### src/rtl/sigmoid_lut_fetch_pkg.sv
// Shared constants, stage record types and the reset-time sigmoid table for the
// sigmoid LUT fetch stage that feeds the linear interpolator.
package sigmoid_lut_fetch_pkg;

  localparam int DW        = 8;
  localparam int FRAC      = 4;
  localparam int NSEG      = 16;
  localparam int TBL_DEPTH = NSEG + 1;
  localparam int TBL_AW    = 5;
  localparam int IDX_W     = $clog2(NSEG);

  // Entry 16 sits in the top byte, entry 0 in the bottom byte.
  localparam logic [TBL_DEPTH*DW-1:0] SIGMOID_DEFAULTS = {
    8'd16, 8'd16, 8'd16, 8'd16, 8'd16, 8'd15, 8'd14, 8'd12, 8'd8,
    8'd4,  8'd2,  8'd1,  8'd0,  8'd0,  8'd0,  8'd0,  8'd0
  };

  typedef struct packed {
    logic             valid;
    logic [IDX_W-1:0] idx;
    logic [FRAC-1:0]  rem;
  } stage1_t;

  typedef struct packed {
    logic          valid;
    logic [DW-1:0] base;
    logic [DW-1:0] nxt;
    logic [DW-1:0] change;
    logic [DW-1:0] remaining;
  } stage2_t;

  function automatic logic [DW-1:0] defaultEntry(input int unsigned i);
    return SIGMOID_DEFAULTS[i*DW +: DW];
  endfunction

endpackage

### src/rtl/sigmoid_lut_fetch_if.sv
// Bundle of the input handshake, the output bus toward the interpolator and the
// runtime table write port. Widths come from the shared package.
interface sigmoid_lut_fetch_if;
  import sigmoid_lut_fetch_pkg::*;

  logic signed [DW-1:0]     x;
  logic                     in_valid;
  logic                     in_ready;
  logic signed [DW-1:0]     base;
  logic signed [DW-1:0]     next__data;
  logic signed [DW-1:0]     change;
  logic        [DW-1:0]     remaining;
  logic                     out_valid;
  logic                     out_ready;
  logic                     tbl_we;
  logic        [TBL_AW-1:0] tbl_addr;
  logic signed [DW-1:0]     tbl_data;

  modport master (
    output x, in_valid, out_ready, tbl_we, tbl_addr, tbl_data,
    input  in_ready, base, next__data, change, remaining, out_valid
  );

  modport slave (
    input  x, in_valid, out_ready, tbl_we, tbl_addr, tbl_data,
    output in_ready, base, next__data, change, remaining, out_valid
  );

endinterface

### src/rtl/sigmoid_lut_fetch_table.sv
// Sigmoid breakpoint register file: DEPTH entries, one synchronous write port
// and two combinational read ports (segment start and segment end).
module sigmoid_lut_table #(
  parameter int DW    = sigmoid_lut_fetch_pkg::DW,
  parameter int DEPTH = sigmoid_lut_fetch_pkg::TBL_DEPTH,
  parameter int AW    = sigmoid_lut_fetch_pkg::TBL_AW
) (
  input  logic          clk,
  input  logic          rst,
  input  logic          we_i,
  input  logic [AW-1:0] waddr_i,
  input  logic [DW-1:0] wdata_i,
  input  logic [AW-1:0] raddr_a_i,
  output logic [DW-1:0] rdata_a_o,
  input  logic [AW-1:0] raddr_b_i,
  output logic [DW-1:0] rdata_b_o
);
  import sigmoid_lut_fetch_pkg::*;

  logic [DW-1:0] mem_q [DEPTH];

  // Reset reloads the sigmoid curve and wins over a simultaneous write;
  // writes to addresses past the last entry are dropped.
  always_ff @(posedge clk) begin
    if (rst) begin
      for (int i = 0; i < DEPTH; i++) begin
        mem_q[i] <= defaultEntry(i);
      end
    end else if (we_i && (waddr_i < AW'(DEPTH))) begin
      mem_q[waddr_i] <= wdata_i;
    end
  end

  assign rdata_a_o = mem_q[raddr_a_i];
  assign rdata_b_o = mem_q[raddr_b_i];

endmodule

### src/rtl/sigmoid_lut_fetch.sv
// Two-stage table fetch in front of the sigmoid interpolator. Stage 1 splits the
// Q3.4 operand into a segment index and an in-segment fraction; stage 2 reads
// the two segment endpoints, forms their difference and presents the result.
// Both stages move together whenever the output slot is free or being drained.
module sigmoid_lut_fetch #(
  parameter int DW   = sigmoid_lut_fetch_pkg::DW,
  parameter int FRAC = sigmoid_lut_fetch_pkg::FRAC,
  parameter int NSEG = sigmoid_lut_fetch_pkg::NSEG
) (
  input logic                clk,
  input logic                rst,
  sigmoid_lut_fetch_if.slave bus
);
  import sigmoid_lut_fetch_pkg::*;

  logic                advance;
  logic [IDX_W-1:0]    idxIn;
  logic [FRAC-1:0]     remIn;
  logic [TBL_AW-1:0]   rdAddrBase;
  logic [TBL_AW-1:0]   rdAddrNext;
  logic [DW-1:0]       rdBase;
  logic [DW-1:0]       rdNext;
  stage1_t             s1_q, s1_d;
  stage2_t             s2_q, s2_d;

  assign advance      = !s2_q.valid || bus.out_ready;
  assign bus.in_ready = advance;

  // (x >>> FRAC) + NSEG/2 on a signed integer part is the integer part with
  // its sign bit flipped, which keeps the index in 0..NSEG-1 without an adder.
  assign idxIn = {~bus.x[DW-1], bus.x[DW-2:FRAC]};
  assign remIn = bus.x[FRAC-1:0];

  // The table's last entry is the saturation endpoint, so idx+1 stays in range.
  assign rdAddrBase = TBL_AW'(s1_q.idx);
  assign rdAddrNext = rdAddrBase + TBL_AW'(1);

  sigmoid_lut_table #(
    .DW    (DW),
    .DEPTH (NSEG + 1),
    .AW    (TBL_AW)
  ) u_table (
    .clk       (clk),
    .rst       (rst),
    .we_i      (bus.tbl_we),
    .waddr_i   (bus.tbl_addr),
    .wdata_i   (bus.tbl_data),
    .raddr_a_i (rdAddrBase),
    .rdata_a_o (rdBase),
    .raddr_b_i (rdAddrNext),
    .rdata_b_o (rdNext)
  );

  // Next-state for both stages: hold everything unless the pipe advances; an
  // idle input on an advance loads a bubble into stage 1.
  always_comb begin
    s1_d = s1_q;
    s2_d = s2_q;
    if (advance) begin
      s1_d.valid     = bus.in_valid;
      s1_d.idx       = idxIn;
      s1_d.rem       = remIn;
      s2_d.valid     = s1_q.valid;
      s2_d.base      = rdBase;
      s2_d.nxt       = rdNext;
      s2_d.change    = rdNext - rdBase;
      s2_d.remaining = {{(DW-FRAC){1'b0}}, s1_q.rem};
    end
  end

  // Pipeline registers; reset empties both stages and clears the output bus.
  always_ff @(posedge clk) begin
    if (rst) begin
      s1_q <= '0;
      s2_q <= '0;
    end else begin
      s1_q <= s1_d;
      s2_q <= s2_d;
    end
  end

  assign bus.out_valid  = s2_q.valid;
  assign bus.base       = s2_q.base;
  assign bus.next__data = s2_q.nxt;
  assign bus.change     = s2_q.change;
  assign bus.remaining  = s2_q.remaining;

endmodule

### src/flat_wrapper.sv
// flat-port wrapper written by rule: the top's interface ports become plain ports
module sigmoid_lut_fetch_flat import sigmoid_lut_fetch_pkg::*;
#(
  parameter int DW   = sigmoid_lut_fetch_pkg::DW,
  parameter int FRAC = sigmoid_lut_fetch_pkg::FRAC,
  parameter int NSEG = sigmoid_lut_fetch_pkg::NSEG
)
  (clk, rst, bus_x, bus_in_valid, bus_out_ready, bus_tbl_we, bus_tbl_addr, bus_tbl_data, bus_in_ready, bus_base, bus_next__data, bus_change, bus_remaining, bus_out_valid);
  sigmoid_lut_fetch_if bus_i ();
  input logic clk;
  input logic rst;
  input wire logic [$bits(bus_i.x)-1:0] bus_x;
  input wire logic [$bits(bus_i.in_valid)-1:0] bus_in_valid;
  input wire logic [$bits(bus_i.out_ready)-1:0] bus_out_ready;
  input wire logic [$bits(bus_i.tbl_we)-1:0] bus_tbl_we;
  input wire logic [$bits(bus_i.tbl_addr)-1:0] bus_tbl_addr;
  input wire logic [$bits(bus_i.tbl_data)-1:0] bus_tbl_data;
  output wire logic [$bits(bus_i.in_ready)-1:0] bus_in_ready;
  output wire logic [$bits(bus_i.base)-1:0] bus_base;
  output wire logic [$bits(bus_i.next__data)-1:0] bus_next__data;
  output wire logic [$bits(bus_i.change)-1:0] bus_change;
  output wire logic [$bits(bus_i.remaining)-1:0] bus_remaining;
  output wire logic [$bits(bus_i.out_valid)-1:0] bus_out_valid;
  assign bus_i.x = bus_x;
  assign bus_i.in_valid = bus_in_valid;
  assign bus_i.out_ready = bus_out_ready;
  assign bus_i.tbl_we = bus_tbl_we;
  assign bus_i.tbl_addr = bus_tbl_addr;
  assign bus_i.tbl_data = bus_tbl_data;
  assign bus_in_ready = bus_i.in_ready;
  assign bus_base = bus_i.base;
  assign bus_next__data = bus_i.next__data;
  assign bus_change = bus_i.change;
  assign bus_remaining = bus_i.remaining;
  assign bus_out_valid = bus_i.out_valid;
  sigmoid_lut_fetch #(.DW(DW), .FRAC(FRAC), .NSEG(NSEG)) u_core (.clk(clk), .rst(rst), .bus(bus_i));
endmodule
### config.mk
export PLATFORM = sky130hd
export DESIGN_NAME = sigmoid_lut_fetch_flat
export DESIGN_NICKNAME = d
export VERILOG_FILES = /design/src/rtl/sigmoid_lut_fetch_pkg.sv /design/src/rtl/sigmoid_lut_fetch_if.sv /design/src/rtl/sigmoid_lut_fetch_table.sv /design/src/rtl/sigmoid_lut_fetch.sv /design/src/flat_wrapper.sv
export SDC_FILE = /design/constraint.sdc
export NUM_CORES = 1
export LEC_CHECK = 0
export ABC_CLOCK_PERIOD_IN_PS = 7300
export CAP_MARGIN = 20
export CORE_MARGIN = 2
export CORE_UTILIZATION = 55
export DETAILED_ROUTE_END_ITERATION = 8
export PLACE_DENSITY = 0.74
export RECOVER_POWER = 100
export SYNTH_ARGS = -nofsm -noshare
export SYNTH_HDL_FRONTEND = slang
export SYNTH_SLANG_ARGS = --single-unit
export TNS_END_PERCENT = 100
### constraint.sdc
create_clock -name clk -period 7.3 [get_ports clk]
set_clock_uncertainty 0.15 [all_clocks]
set_input_delay 1.825 -clock clk [delete_from_list [all_inputs] [get_ports clk]]
set_output_delay 1.825 -clock clk [all_outputs]
set_load 0.03 [all_outputs]
-- After elaboration in Yosys (flattened, before gate mapping)
Memory sizes are Yosys's and may differ from the RTL's. A register that Yosys moved wholly into a read port is not among the register bits.
Cells that the tools add are included.
- $add $sub $neg: 2
- magnitude comparators: 1
- multiplexer cells: 10
- bitwise logic cells: 1
- reductions and logical operators: 4
- operator list (operator ; count):
    $mux 5 ; 3
    $mux 8 ; 1
    $reduce_or 8->1 ; 1
    $sub 8x8->8 ; 1
    $mux 1 ; 6
    $add 4x1->5 const B ; 1
    $lt 5x5->1 const B ; 1
    $logic_and 1x1->1 ; 1
    $logic_not 1->1 ; 1
    $logic_or 1x1->1 ; 1
    $not 1->1 ; 1
- register bits: 38
- RAM bits: 136
- input bits: 26
- word-level logic and storage cells: 27
- memories: 1
- memories (name ; words ; bits a word ; read ports ; clocked after memory_dff ; wr ports ; RTL line ; source):
    u_core.u_table.mem_q ; 17 ; 8 ; 2 ; 1 ; 17 ; sigmoid_lut_fetch_table.sv:20 ; logic [DW-1:0] mem_q [DEPTH];

-- Depth between registers and ports, before layout
Gate-level depths: netlist of the first run.
- word-level depth: 7
- gate-level depth with buffers: 18

-- By module
From an unflattened synthesis of the first run, not the netlist that was laid out.
- cell total of the unflattened synthesis: 902
- area, all modules: 14512.7 µm²
- modules (own cells, without submodules) (module ; times used ; cells each ; area each (µm²) ; sequential area each (µm²)):
    sigmoid_lut_table ; 1 ; 682 ; 12762.2 ; 7687.4
    sigmoid_lut_fetch ; 1 ; 220 ; 1750.4 ; 760.7

-- Least setup slack after synthesis of the first run
Ideal clock, no wire load.
- kind: input port to output port
- start: in bus_out_ready
- end: out bus_in_ready
- arrival: 2.611 ns
- data required time: 5.325 ns
- path slack: 2.714 ns
- stages on the path: 4
- path buffers: 2
- path through: nor2b_1 > clkbuf_1 > clkinv_1 > buf_1
- cells in the longest elaborated chain, start to end: 1
- RTL lines (element ; RTL line ; source):
    start, declared ; flat_wrapper.sv:14 ; input wire logic [$bits(bus_i.out_ready)-1:0] bus_out_ready;
    $logic_or 1x1->1 ; sigmoid_lut_fetch.sv:26 ; assign advance = !s2_q.valid || bus.out_ready;
    end, declared ; flat_wrapper.sv:18 ; output wire logic [$bits(bus_i.in_ready)-1:0] bus_in_ready;
Every way passes these cells.

-- Worst setup path after layout of the first run
Ends and elaborated chain as after synthesis.

==> qor.yml, run 1 <==
status:
  outcome: "finished with violations"
  violations: "max-capacitance violations, max-slew violations"
critical_path:
  startpoint_type: "input port"
  critPathKind: "in -> out"
  cp-end-kind: "output port"
  cp_data_arrival_time_ns: 4.16
  path_max_fanout: 33
  critical_path_required_ns: 5.33
routing:
  viasPerCell: 6.07
  drt-met1-wl_mm: 9.62
  vias: 6737
  route.met2.wl_mm: 12.2
  highest_layer: "met4"
  drc: 0
  wl_per_cell_um: 22.8
  drtAntennaViolNets: 0
  dr_wl_met3_mm: 2.70
  drtIter0Drc: 783
  routed_wl_mm: 25.3
  dr.pass1.iters: 5
finish:
  final.fill_count: 1325
  drive_above_1_share_pct: 14.4
  multi_input_area_mm2: 0.00428
  layout.area.seq_mm2: 0.00613
  area_growth_pct: 16.0
  final_util_pct: 65.2
  final_nets: 891
yosys:
  synth-xor-area-share_pct: 0.901
  synth_mux_area_share_pct: 18.5
  ys_seq_elements: 218
  synth_top_family_by_area: "multiplexers"
  ys_types: 39
  async_flop_share_pct: 0
  syn_inst: 769
  yosysMostFrequentCell: "edfxtp_1"
  synth-seq-area-share_pct: 58.1
  synth-edff-count: 176
  synth-compound-area-share_pct: 4.06
  synthFlopType: "edfxtp_1"
  synth_warnings: 0
  synth-adder-area-share_pct: 1.14
  synthSimpleGateAreaFrac_pct: 14.4
  avgSynthCellArea_um2: 13.7
  netlist_area_mm2: 0.0105
  synth_top_area_share_pct: 50.1
  yosys.area.top_type: "edfxtp_1"
  yosys-top-cells-area: "edfxtp_1, mux4_2, dfxtp_1"
  synthTopCellsByCount: "edfxtp_1, and2_1, nand2_1"
clock_network:
  cts_resized: 0
  clk_path_buf_depth: 3
  cts.sinks: 218
  postCtsSetupBuffers: 0
  cts_hold_buf: 0
  clkTransAtPathRegs_ns: 0.06
  ctsRootBufferMaster: "clkbuf_16"
  cts_buffers: 24
  htree_levels: 1
  clkLatencyLatePin_ns: 0.51
  cts_tree: "done"
floorplanning:
  ioPinCount: 60
  die_y_um: 142
  die-area_mm2: 0.0203
  die_w_um: 142
  initial_core_util_pct: 56.2
  fp.coreArea_mm2: 0.0188
  fp-row-count: 50
global_route:
  grt_use_total_pct: 25.4
  antenna_found_initial: 1
  grt_first_pass_wirelength_mm: 38.1
  grt-ovfl-total: 0
  grt_pass1_vias: 6565
  grt_max_degree: 44
min_path:
  min_path_type: "reg -> reg"
job:
  drv_cap: 2
power_and_ir_drop:
  pwr_density_cell_mw_per_mm2: 269
  peakVddDrop_mv: 0.155
  p_leak_uw: 0.00429
sta:
  finalCriticalPeriod_ns: 6.14
  worst_pin_slew_ns: 1.74
  setup_viol: 0
  rsz0062_at_grt: "false"
  maxSlewViolCount: 85
  maxSlewHeadroom_pct: -15.9
  hold_viol: 0
  max_freq_mhz: 163
  finalSetupTns_ns: 0
  timing.final.crit_share_pct: 84.1
place:
  hpwlAfterDp_mm: 17.4
  port-buffer-count: 55
  routabilityCongestion: 0.895
[cell families (layout without fill, tap and decap cells)]
group	Yosys count	count (layout)
and+or+nand+nor	296	296
DFF	218	218
muxes	90	90
AOI/OAI and AO/OA	78	78
buffers and inverters	67	129
xor gates and xnor gates	10	10
adders and majority gates	9	9
other	1	45
[worst max-delay path: stages]
cell             delay (ns)
clkdlybuf4s50_1        0.41
nor2b_2                0.10
clkbuf_1               0.94
clkinv_1               0.23
clkdlybuf4s50_1        0.66
[metrics by stage]
| step | total power [µW] | hold WS [ns] | instances | setup WS (ns) | cell area [µm²] |
|---|---|---|---|---|---|
| 4_1_cts | 3310 | 0.301 | 1100 | 1.94 | 12200 |
| 3_5_place_dp | 2050 | 0.295 | 1056 | 1.93 | 11400 |
| 3_3_place_gp | 2030 | 0.291 | 1056 | 1.94 | 11400 |
| 6_report | 3300 | 0.295 | 1109 | 1.16 | 12200 |
| 5_1_grt | 3410 | 0.319 | 1109 | 0.967 | 12200 |
| 2_1_floorplan | 1860 | 0.282 | 812 | 2.71 | 10700 |
[final timing paths]
| kind | startpoint | endpoint | slack [ns] | cells after the start |
|---|---|---|---|---|
| setup / recovery | bus_out_ready | bus_in_ready | 1.16 | 5 |
| setup reg to reg | u_core.rdAddrBase[0] | u_core.bus.change[6] | 2.10 | 15 |
| hold reg to reg | u_core.bus.base[0] | u_core.bus.base[0] | 0.30 | 2 |
| hold / removal | u_core.bus.base[0] | u_core.bus.base[0] | 0.30 | 2 |
[power by group]
group          switching, µW  total, µW  internal [µW]
Sequential              50.3       1490           1440
Combinational            302        530            228
Clock                    484       1280            793
Total                    837       3300           2460
[per-layer routing]
layer,global-route usage [%],vias up
li1,-,2999
met1,33.7,3312
met2,40.1,368
met3,6.97,58
met4,9.95,0
met5,1.25,-
[placed cells by master (no fill, tap or decap), types with 9 or more instances in the layout]
cell type | synthesis | layout
inv_1 | 9 | 9
conb_1 | 1 | 44
xnor2_1 | 8 | 9
dfxtp_1 | 42 | 41
nand2_1 | 87 | 87
clkdlybuf4s50_1 | 0 | 17
dlygate4sd3_1 | 0 | 38
clkbuf_1 | 38 | 18
mux4_2 | 75 | 75
nand3_1 | 22 | 22
a21oi_1 | 41 | 41
or3_1 | 20 | 20
nor2_1 | 37 | 37
and2_1 | 118 | 33
o21ai_0 | 25 | 25
and2_0 | 0 | 85
edfxtp_1 | 176 | 176
clkbuf_16 | 0 | 27
[registers in the layout (all words and copies together), names as in the netlist, named ones only]
signal	flops
u_core.bus.next__data	8
u_core.bus.base	8
u_core.u_table.mem_q	176
u_core.bus.remaining	4
u_core.bus.out_valid	1
u_core.s1_q	5
u_core.rdAddrBase	4
u_core.bus.change	8
[layout make-up]
cell class | count | area share, %
sequential | 218 | 50.1
multi-input combinational | 527 | 35.0
clock buffer | 33 | 5.85
timing repair buffer | 75 | 5.27
tap | 234 | 2.39
clock inverter | 11 | 1.10
inverter | 10 | 0.307
antenna | 1 | 0.0205
No activity file was read; power rests on OpenSTA's default activity.
==> inputs of run 2 (changes only) <==
Settings changed: ABC_CLOCK_PERIOD_IN_PS 7300 to 5200, CORE_UTILIZATION 55 to 53, PLACE_DENSITY 0.74 to 0.75.
Clock period 7.3 ns to 5.2 ns, I/O delays scaled along.
==> run 2 against run 1 <==
Net effect: the flow still finishes with violations (max-capacitance violations, max-slew violations); worst setup slack worse by 0.42 ns; cell area about the same; cell count increased by 3.4%; utilization shrank 2.6 points; highest routed layer unchanged.
==> qor.yml, run 2 (synthesized netlist as in run 1, its figures left out) <==
place:
  routabilityCongestion: 0.867  # was 0.895
  hpwlAfterDp_mm: 17.0  # was 17.4 mm
  port-buffer-count: 55  # unchanged
job:
  drv_cap: 1  # was 2
critical_path:
  cp-end-kind: "flop"  # was output port
  path_cells: "buf_4 > nand3_1 > buf_4 > xnor2_1 > mux4_2 > a21oi_1 > ha_1 > inv_1 > fa_1 > a21o_1 > a21oi_1 > o21bai_1 > a21oi_1 > xnor2_1 > nand2_1 > a21oi_1"  # was clkdlybuf4s50_1 > nor2b_2 > clkbuf_1 > clkinv_1 > clkdlybuf4s50_1
  cp_data_arrival_time_ns: 4.73  # was 4.16 ns
  critical_path_required_ns: 5.48  # was 5.33 ns
  startpoint_type: "flop"  # was input port
  crit_family: "compound AO/OA/AOI/OAI gates"  # was buffers and inverters
  crit_path_frequent_cell: "a21oi_1"  # was clkdlybuf4s50_1
  cpPeakStageDelay_ns: 0.59  # was 0.94 ns
  path_max_fanout: 28  # was 33
  crit_buf_inv: 3  # was 4
  slowest_stage: "mux4_2"  # was clkbuf_1
  critPathKind: "reg -> reg"  # was in -> out
sta:
  maxSlewViolCount: 44  # was 85
  maxSlewHeadroom_pct: -15.3  # was -15.9%
  worst_pin_slew_ns: 1.73  # was 1.74 ns
  finalCriticalPeriod_ns: 4.46
  hold_viol: 0  # unchanged
  rsz0062_at_grt: "false"  # unchanged
  setup_viol: 0  # unchanged
  finalSetupTns_ns: 0  # unchanged
  timing.final.crit_share_pct: 85.7
  max_freq_mhz: 224
  fin_hold_ws_ns: 0.293  # was 0.295 ns
floorplanning:
  die-area_mm2: 0.0210  # was 0.0203 mm²
  fp.coreArea_mm2: 0.0195  # was 0.0188 mm²
  initial_core_util_pct: 54.0  # was 56.2%
  ioPinCount: 60  # unchanged
  die_w_um: 145  # was 142 µm
  die_y_um: 145  # was 142 µm
  fp-row-count: 51  # was 50
min_path:
  min_path_type: "reg -> reg"  # unchanged
clock_network:
  postCtsSetupBuffers: 0  # unchanged
  clkTransAtPathRegs_ns: 0.06  # about the same
  cts_hold_buf: 0  # unchanged
  ctsRootBufferMaster: "clkbuf_16"  # unchanged
  cts_buffers: 23  # was 24
  cts_tree: "done"  # unchanged
  clk_path_buf_depth: 3  # unchanged
  clkLatencyLatePin_ns: 0.50  # was 0.51 ns
  cts_resized: 0  # unchanged
  cts.sinks: 218  # unchanged
  htree_levels: 1  # unchanged
status:
  violations: "max-capacitance violations, max-slew violations"  # unchanged
  outcome: "finished with violations"  # unchanged
finish:
  largest_reg_flops: 176  # unchanged
  final_common_cell: "edfxtp_1"  # unchanged
  largest_register: "u_core.u_table.mem_q"  # unchanged
  final_nets: 901  # was 891
  final.fill_count: 1492  # was 1325
  drive_above_1_share_pct: 14.1  # was 14.4%
  final_cell_mix: "edfxtp_1, nand2_1, and2_0"  # unchanged
  area_growth_pct: 15.9  # was 16.0%
  n_antenna_cell: 0  # was 1
global_route:
  grt-ovfl-total: 0  # unchanged
  grt_use_total_pct: 23.9  # was 25.4%
  grt_pass1_vias: 6537  # was 6565
  grt_max_degree: 44  # unchanged
  grt_first_pass_wirelength_mm: 38.6  # was 38.1 mm
  antenna_found_initial: 0  # was 1
routing:
  dr.pass1.iters: 5  # unchanged
  vias: 6626  # was 6737
  drtAntennaViolNets: 0  # unchanged
  routed_wl_mm: 24.6  # was 25.3 mm
  drc: 0  # unchanged
  viasPerCell: 5.78  # was 6.07
  wl_per_cell_um: 21.5  # was 22.8 µm
  drtIter0Drc: 709  # was 783
power_and_ir_drop:
  peakVddDrop_mv: 0.273  # was 0.155 mV
  pwr_density_cell_mw_per_mm2: 363  # was 269 mW/mm²
  p_leak_uw: 0.00427  # was 0.00429 µW
==> run 2: path summary, 6_finish.rpt <==
path                                               start                  endpoint  slack [ns]  cells past startpoint
worst max-delay path                u_core.rdAddrBase[0]      u_core.bus.change[6]        0.74                     16
worst min-delay path            u_core.bus.next__data[2]  u_core.bus.next__data[2]        0.29                      2
worst max register to register      u_core.rdAddrBase[0]      u_core.bus.change[6]        0.74                     16
worst min register to register  u_core.bus.next__data[2]  u_core.bus.next__data[2]        0.29                      2
==> run 2: worst reg2reg max path, stage by stage, from the launching register on <==
cell	delay, ns
dfxtp_1	0.35
buf_4	0.44
nand3_1	0.13
buf_4	0.21
xnor2_1	0.56
mux4_2	0.59
a21oi_1	0.23
ha_1	0.21
inv_1	0.06
fa_1	0.40
a21o_1	0.17
a21oi_1	0.23
o21bai_1	0.09
a21oi_1	0.17
xnor2_1	0.13
nand2_1	0.06
a21oi_1	0.19
==> run 2: stage by stage <==
step	setup slack [ns]	utilization [%]	area (µm²)	power (µW)	instances
2_1_floorplan	1.43	-	10700	2610	812
3_3_place_gp	1.12	59.2	11600	2870	1106
3_5_place_dp	1.02	59.2	11600	2880	1106
4_1_cts	0.992	63.1	12300	4480	1147
5_1_grt	0.369	62.6	12200	4590	1147
6_report	0.743	62.6	12200	4440	1147
==> run 2: power breakdown <==
part / internal [µW] / switching (µW)
registers: 2020 / 70.4
logic: 323 / 417
clock network: 972 / 636
==> run 2: layout make-up <==
| class | count | area [µm²] | share of cell area, % |
|---|---|---|---|
| sequential | 218 | 6130 | 50.1 |
| multi-input combinational | 527 | 4280 | 35.0 |
| timing repair buffer | 86 | 709 | 5.80 |
| clock buffer | 33 | 654 | 5.35 |
| tap | 265 | 332 | 2.71 |
| clock inverter | 8 | 92.6 | 0.757 |
| inverter | 10 | 37.5 | 0.307 |
==> run 2: layer usage <==
metal | vias to the layer above | GRT usage [%] | part of all wire [%]
met4 | 0 | 5.25 | 2.0
met5 | - | 0 | 0
li1 | 3009 | - | -
met2 | 310 | 39.1 | 48
met3 | 31 | 4.56 | 8.9
met1 | 3276 | 33.8 | 41
